File: src/rtl/mem_access_pkg.sv
// mem_access_pkg: shared constants, types and helpers for the memory-access stage.
//   - load/store opcode values (Ins[31:26])
//   - FSM state type and access-size type
//   - op_size / op_is_load decode helpers
package mem_access_pkg;

  localparam logic [5:0] OP_LB  = 6'h20;
  localparam logic [5:0] OP_LH  = 6'h21;
  localparam logic [5:0] OP_LW  = 6'h23;
  localparam logic [5:0] OP_LBU = 6'h24;
  localparam logic [5:0] OP_LHU = 6'h25;
  localparam logic [5:0] OP_SB  = 6'h28;
  localparam logic [5:0] OP_SH  = 6'h29;
  localparam logic [5:0] OP_SW  = 6'h2B;

  typedef enum logic [0:0] {
    ST_IDLE = 1'b0,
    ST_WAIT = 1'b1
  } state_t;

  typedef enum logic [1:0] {
    SZ_NONE = 2'd0,
    SZ_BYTE = 2'd1,
    SZ_HALF = 2'd2,
    SZ_WORD = 2'd3
  } size_t;

  // Access size of an opcode; SZ_NONE marks a non-memory instruction.
  function automatic size_t op_size(input logic [5:0] op);
    case (op)
      OP_LB, OP_LBU, OP_SB: op_size = SZ_BYTE;
      OP_LH, OP_LHU, OP_SH: op_size = SZ_HALF;
      OP_LW, OP_SW:         op_size = SZ_WORD;
      default:              op_size = SZ_NONE;
    endcase
  endfunction

  function automatic logic op_is_load(input logic [5:0] op);
    case (op)
      OP_LB, OP_LH, OP_LW, OP_LBU, OP_LHU: op_is_load = 1'b1;
      default:                             op_is_load = 1'b0;
    endcase
  endfunction

endpackage

File: src/rtl/mem_access_load_align.sv
// load_align: combinational lane extraction and extension of bus read data.
//   mrdata  in  32  raw word returned by the data bus
//   addr    in  2   byte offset of the access within the word
//   op      in  6   load opcode (selects width and sign/zero extension)
//   data    out 32  extended load value (0 for non-load opcodes)
module load_align
  import mem_access_pkg::*;
(
  input  logic [31:0] mrdata,
  input  logic [1:0]  addr,
  input  logic [5:0]  op,
  output logic [31:0] data
);

  logic [31:0] shifted_s;
  logic [7:0]  byte_s;
  logic [15:0] half_s;

  // Select the addressed byte / half-word lane and extend it per opcode.
  always_comb begin
    shifted_s = mrdata >> {addr, 3'b000};
    byte_s    = shifted_s[7:0];
    half_s    = addr[1] ? mrdata[31:16] : mrdata[15:0];
    case (op)
      OP_LB:   data = {{24{byte_s[7]}}, byte_s};
      OP_LBU:  data = {24'h000000, byte_s};
      OP_LH:   data = {{16{half_s[15]}}, half_s};
      OP_LHU:  data = {16'h0000, half_s};
      OP_LW:   data = mrdata;
      default: data = 32'h0000_0000;
    endcase
  end

endmodule

File: src/rtl/mem_access.sv
// mem_access: MIPS memory-access stage with a req/ack data-memory bus.
//   CLK, RST            clock (rising edge), asynchronous active-high reset
//   in_valid/Ins/Result/Rdata2  instruction, ALU result (address), store data
//   Stall               combinational hold request to the upstream stage
//   out_valid/WBData    one-cycle result pulse and write-back value
//   addr_err/bus_err    misalignment / ack-timeout flags, qualified by out_valid
//   mreq/mwe/maddr/mbe/mwdata  registered bus request fields
//   mrdata/mack         bus read data and single-cycle acknowledge
module mem_access
  import mem_access_pkg::*;
#(
  parameter int unsigned ACK_TIMEOUT = 255,
  parameter int unsigned CNT_W       = 8
) (
  input  logic        CLK,
  input  logic        RST,
  input  logic        in_valid,
  input  logic [31:0] Ins,
  input  logic [31:0] Result,
  input  logic [31:0] Rdata2,
  output logic        Stall,
  output logic        out_valid,
  output logic [31:0] WBData,
  output logic        addr_err,
  output logic        bus_err,
  output logic        mreq,
  output logic        mwe,
  output logic [29:0] maddr,
  output logic [3:0]  mbe,
  output logic [31:0] mwdata,
  input  logic [31:0] mrdata,
  input  logic        mack
);

  state_t      state_q, state_d;
  logic [CNT_W-1:0] cnt_q, cnt_d;
  logic        mreq_q, mreq_d, mwe_q, mwe_d;
  logic [29:0] maddr_q, maddr_d;
  logic [3:0]  mbe_q, mbe_d;
  logic [31:0] mwdata_q, mwdata_d;
  logic [5:0]  op_q, op_d;
  logic [1:0]  alo_q, alo_d;
  logic        out_valid_q, out_valid_d, addr_err_q, addr_err_d, bus_err_q, bus_err_d;
  logic [31:0] wbdata_q, wbdata_d;

  logic [5:0]  op_s;
  size_t       size_s;
  logic        misalign_s;
  logic [3:0]  be_s;
  logic [31:0] wdata_s;
  logic        timeout_hit_s;
  logic [31:0] load_data_s;
  logic        unused_s;

  assign op_s     = Ins[31:26];
  assign size_s   = op_size(op_s);
  assign unused_s = ^Ins[25:0];

  // Alignment check, byte enables and lane-replicated store data for the incoming op.
  always_comb begin
    misalign_s = 1'b0;
    be_s       = 4'b0000;
    wdata_s    = 32'h0000_0000;
    case (size_s)
      SZ_BYTE: begin
        be_s    = 4'b0001 << Result[1:0];
        wdata_s = {4{Rdata2[7:0]}};
      end
      SZ_HALF: begin
        misalign_s = Result[0];
        be_s       = Result[1] ? 4'b1100 : 4'b0011;
        wdata_s    = {2{Rdata2[15:0]}};
      end
      SZ_WORD: begin
        misalign_s = |Result[1:0];
        be_s       = 4'b1111;
        wdata_s    = Rdata2;
      end
      default: begin
        misalign_s = 1'b0;
      end
    endcase
    if (op_is_load(op_s)) begin
      wdata_s = 32'h0000_0000;
    end else begin
      wdata_s = wdata_s;
    end
  end

  // The limit cycle only counts as a timeout when mack does not arrive in it.
  assign timeout_hit_s = (ACK_TIMEOUT != 32'd0) && (state_q == ST_WAIT) &&
                         (cnt_q == CNT_W'(ACK_TIMEOUT - 32'd1)) && !mack;

  load_align u_load_align (
    .mrdata (mrdata),
    .addr   (alo_q),
    .op     (op_q),
    .data   (load_data_s)
  );

  // Next-state, bus-field and result computation.
  always_comb begin
    state_d     = state_q;
    cnt_d       = cnt_q;
    mreq_d      = mreq_q;
    mwe_d       = mwe_q;
    maddr_d     = maddr_q;
    mbe_d       = mbe_q;
    mwdata_d    = mwdata_q;
    op_d        = op_q;
    alo_d       = alo_q;
    out_valid_d = 1'b0;
    addr_err_d  = 1'b0;
    bus_err_d   = 1'b0;
    wbdata_d    = wbdata_q;
    Stall       = 1'b0;
    case (state_q)
      ST_IDLE: begin
        if (in_valid) begin
          if (size_s == SZ_NONE) begin
            out_valid_d = 1'b1;
            wbdata_d    = Result;
          end else if (misalign_s) begin
            out_valid_d = 1'b1;
            addr_err_d  = 1'b1;
            wbdata_d    = Result;
          end else begin
            Stall    = 1'b1;
            mreq_d   = 1'b1;
            mwe_d    = !op_is_load(op_s);
            maddr_d  = Result[31:2];
            mbe_d    = be_s;
            mwdata_d = wdata_s;
            op_d     = op_s;
            alo_d    = Result[1:0];
            cnt_d    = {CNT_W{1'b0}};
            state_d  = ST_WAIT;
          end
        end else begin
          state_d = ST_IDLE;
        end
      end
      ST_WAIT: begin
        if (mack) begin
          mreq_d      = 1'b0;
          state_d     = ST_IDLE;
          out_valid_d = 1'b1;
          wbdata_d    = op_is_load(op_q) ? load_data_s : 32'h0000_0000;
        end else if (timeout_hit_s) begin
          mreq_d      = 1'b0;
          state_d     = ST_IDLE;
          out_valid_d = 1'b1;
          bus_err_d   = 1'b1;
          wbdata_d    = 32'h0000_0000;
        end else begin
          Stall = 1'b1;
          cnt_d = cnt_q + {{(CNT_W-1){1'b0}}, 1'b1};
        end
      end
      default: begin
        state_d = ST_IDLE;
      end
    endcase
  end

  // State and output registers; reset clears everything immediately.
  always_ff @(posedge CLK or posedge RST) begin
    if (RST) begin
      state_q     <= ST_IDLE;
      cnt_q       <= {CNT_W{1'b0}};
      mreq_q      <= 1'b0;
      mwe_q       <= 1'b0;
      maddr_q     <= 30'd0;
      mbe_q       <= 4'b0000;
      mwdata_q    <= 32'h0000_0000;
      op_q        <= 6'h00;
      alo_q       <= 2'b00;
      out_valid_q <= 1'b0;
      addr_err_q  <= 1'b0;
      bus_err_q   <= 1'b0;
      wbdata_q    <= 32'h0000_0000;
    end else begin
      state_q     <= state_d;
      cnt_q       <= cnt_d;
      mreq_q      <= mreq_d;
      mwe_q       <= mwe_d;
      maddr_q     <= maddr_d;
      mbe_q       <= mbe_d;
      mwdata_q    <= mwdata_d;
      op_q        <= op_d;
      alo_q       <= alo_d;
      out_valid_q <= out_valid_d;
      addr_err_q  <= addr_err_d;
      bus_err_q   <= bus_err_d;
      wbdata_q    <= wbdata_d;
    end
  end

  assign mreq      = mreq_q;
  assign mwe       = mwe_q;
  assign maddr     = maddr_q;
  assign mbe       = mbe_q;
  assign mwdata    = mwdata_q;
  assign out_valid = out_valid_q;
  assign addr_err  = addr_err_q;
  assign bus_err   = bus_err_q;
  assign WBData    = wbdata_q;

endmodule
File: config.mk
export PLATFORM = sky130hd
export DESIGN_NAME = mem_access
export DESIGN_NICKNAME = d
export VERILOG_FILES = /design/src/rtl/mem_access_pkg.sv /design/src/rtl/mem_access_load_align.sv /design/src/rtl/mem_access.sv
export SDC_FILE = /design/constraint.sdc
export NUM_CORES = 1
export LEC_CHECK = 0
export CAP_MARGIN = 0
export CORE_MARGIN = 1.5
export CORE_UTILIZATION = 49
export CTS_BUF_LIST = sky130_fd_sc_hd__clkbuf_4
export DETAILED_ROUTE_END_ITERATION = 8
export HOLD_SLACK_MARGIN = 0.06
export PLACE_DENSITY = 0.91
export SLEW_MARGIN = 25
export SYNTH_ARGS = -nofsm -noshare
export SYNTH_HDL_FRONTEND = slang
export SYNTH_SLANG_ARGS = --single-unit
File: constraint.sdc
create_clock -name CLK -period 7.45 [get_ports CLK]
set_clock_uncertainty 0.05 [all_clocks]
set_input_delay 1.49 -clock CLK [delete_from_list [all_inputs] [get_ports CLK]]
set_output_delay 1.49 -clock CLK [all_outputs]
set_load 0.03 [all_outputs]
==> flow_summary.toml <==
[status]
outcome = "finished, final reports clean"

[sta]
period_share = 0.7612
slew_violations = 0
hold_viol_final = 0
fin_ws_ps = 1779
tightestPinTransition_ps = 1008
max_freq_ghz = 0.1763
slew_headroom = 0.3226
setup_viol = 0
rsz0062_at_grt = "false"
tns_ps = 0
min_period_ps = 5671

[die]
dieWidth_um = 113.5
die_h_um = 113.5
io_pins = 236
start_util = 0.5001
core.rowCount = 40
core_sq_mm = 0.01196
dieArea_sq_mm = 0.01288

[clock_tree]
cts_buffers = 17
cts.clk_slew.worst_paths_ps = 100
post_cts_buffers = 0
cts_root_buf = "clkbuf_4"
cts_hold_buffers = 0
cts_tree = "built"
cts_buffer_depth = 2
cts_max_level = 4
clkLatencyLatePin_ps = 510
cts_num_sinks = 120
cts_resized = 0

[logic_synthesis]
synth_top_area_share = 0.5020
async_reset_ff_frac = 1.000
synth-main-ff-cell = "dfrtp_1"
ys_ff_latch = 120
synth_top_cells_by_count = "120 x dfrtp_1, 110 x nand2_1, 84 x o21ai_0"
syn_avg_cell_area_sq_um = 9.246
syn_nets = 781
netlist_top_cells_area = "dfrtp_1 50%, o21ai_0 7.0%, nand2_1 6.9%"
synth_area_sq_mm = 0.005982
synth.distinct_cells = 50
yosysMostFrequentCell = "dfrtp_1"
synth_edf_count = 0
yosysSeqAreaShare = 0.5020
syn_inst = 647
synth_largest_area_cell = "dfrtp_1"
yosysWarnings = 0

[drt]
vias_per_cell = 5.498
initialDrtViolationCount = 479
ant_nets = 0
routed_wirelength_mm = 17.26
firstDrtPassIters = 5
vias = 5471
drc = 0
wl_per_cell_um = 17.35

[grt]
antenna_found_initial = 0
track_usage = 0.2718
grt_max_degree = 88
grt_pass1_wl_mm = 27.16
gr-total-overflow = 0
grt_pass1_vias = 5156

[placed_design]
hpwl_mm = 12.14
gp_congestion = 0.8938
post_dp_cell_area_sq_mm = 0.008123
dp_cells = 964
portBuffers = 209
dp_slack_ps = 1809

[layout]
fin_cells = 995
final_nets = 970
design_area_sq_mm = 0.008396
n_antenna_cell = 0
drive_gt1_frac = 0.06722
n_fill_cell = 894
syn_to_final_growth_pct = 40.35

[critical_path]
crit_type = "in -> out"
startpoint_type = "primary input"
worstSetupEndpointType = "output pin"
critPathRequiredTime_ps = 5910
crit_fanout = 42
r2r_start = "alo_q[1]"
r2r_setup_slack_ps = 4860
setup.worst_path.start = "Ins[26]"
cp.arrival_ps = 4130

[power]
p_total_w = 0.001955
max-vdd-ir-drop_uv = 111.8
power_density_mw_per_mm2 = 232.9
cellLeakagePower_nw = 3.533

[job]
drv_cap = 0

[min_path]
hp-class = "reg -> reg"
hold_start = "mwdata[2]"
[power breakdown]
part,switching (W),total [W],internal (W)
logic,0.000390,0.000692,0.000302
clock network,0.000238,0.000435,0.000198
registers,0.0000784,0.000829,0.000750
total,0.000706,0.00196,0.00125
[routing by layer]
layer	global-route usage	wire length, um
met5	0	0
met4	0.1267	626
met3	0.05207	958
met2	0.4273	8257
met1	0.3661	7416
[critical path, cell delays in order]
cell             delay [ps]
clkdlybuf4s50_1         900
nor3b_2                 300
o2111a_1                270
nand2_4                 240
nand2_1                 220
clkdlybuf4s50_1         690
[path summary, 6_finish.rpt]
check	endpoint	cells past startpoint
min	mwdata[2]	2
max in group asynchronous	cnt_q[7]	3
max reg2reg	WBData[16]	4
max	Stall	6
min in group asynchronous	maddr[3]	2
min reg2reg	mwdata[2]	2
[registers in the layout, summed over array words and instances (netlist names)]
| name | flops |
|---|---|
| WBData | 32 |
| addr_err | 1 |
| alo_q | 2 |
| bus_err | 1 |
| cnt_q | 8 |
| maddr | 30 |
| mbe | 4 |
| mreq | 1 |
| mwdata | 32 |
| mwe | 1 |
| op_q | 6 |
| out_valid | 1 |
| state_q | 1 |
[through the flow]
step           utilization  hold slack [ps]
6_report            0.7019            426.8
5_1_grt             0.7019            451.9
4_1_cts             0.7002            427.6
3_5_place_dp        0.6791            404.6
3_3_place_gp        0.6791            398.9
2_1_floorplan            -            413.0
[area by class of cell]
class                           count  area, sq um  share of cell area
Clock buffer                       19        142.6             0.01699
Multi-Input combinational cell    442         2660              0.3168
Sequential cell                   120         3003              0.3577
Tap cell                          147        183.9             0.02191
Timing Repair Buffer              216         2145              0.2554
Clock inverter                     12        110.1             0.01311
Inverter                           39        151.4             0.01803
[placed cells by master, fill, tap and decap left out, drive strengths merged, types with 3 or more instances in the layout]
| master | instances |
|---|---|
| inv | 39 |
| o211ai | 4 |
| a22o | 16 |
| clkdlybuf4s50 | 209 |
| nand4 | 4 |
| nand3 | 10 |
| a22oi | 22 |
| nor2b | 6 |
| o22a | 32 |
| nor2 | 26 |
| clkbuf | 19 |
| nor3 | 6 |
| dfrtp | 120 |
| clkinv | 8 |
| a31oi | 4 |
| mux2 | 8 |
| o2bb2ai | 3 |
| nand2 | 110 |
| and3 | 7 |
| nor4b | 3 |
| nand2b | 16 |
| mux2i | 11 |
| o21ai | 87 |
| xnor2 | 4 |
| a21oi | 41 |
| buf | 7 |
[cell families after synthesis]
group	synth area share
AO/OA/AOI/OAI	0.2378
flip-flops	0.5020
buffers and inverters	0.05773
multiplexers	0.03347
XOR/XNOR	0.008785
adder cells (fa/ha/maj)	0.004183
AND/OR/NAND/NOR	0.1560
Power figures use the tool's default switching activity.
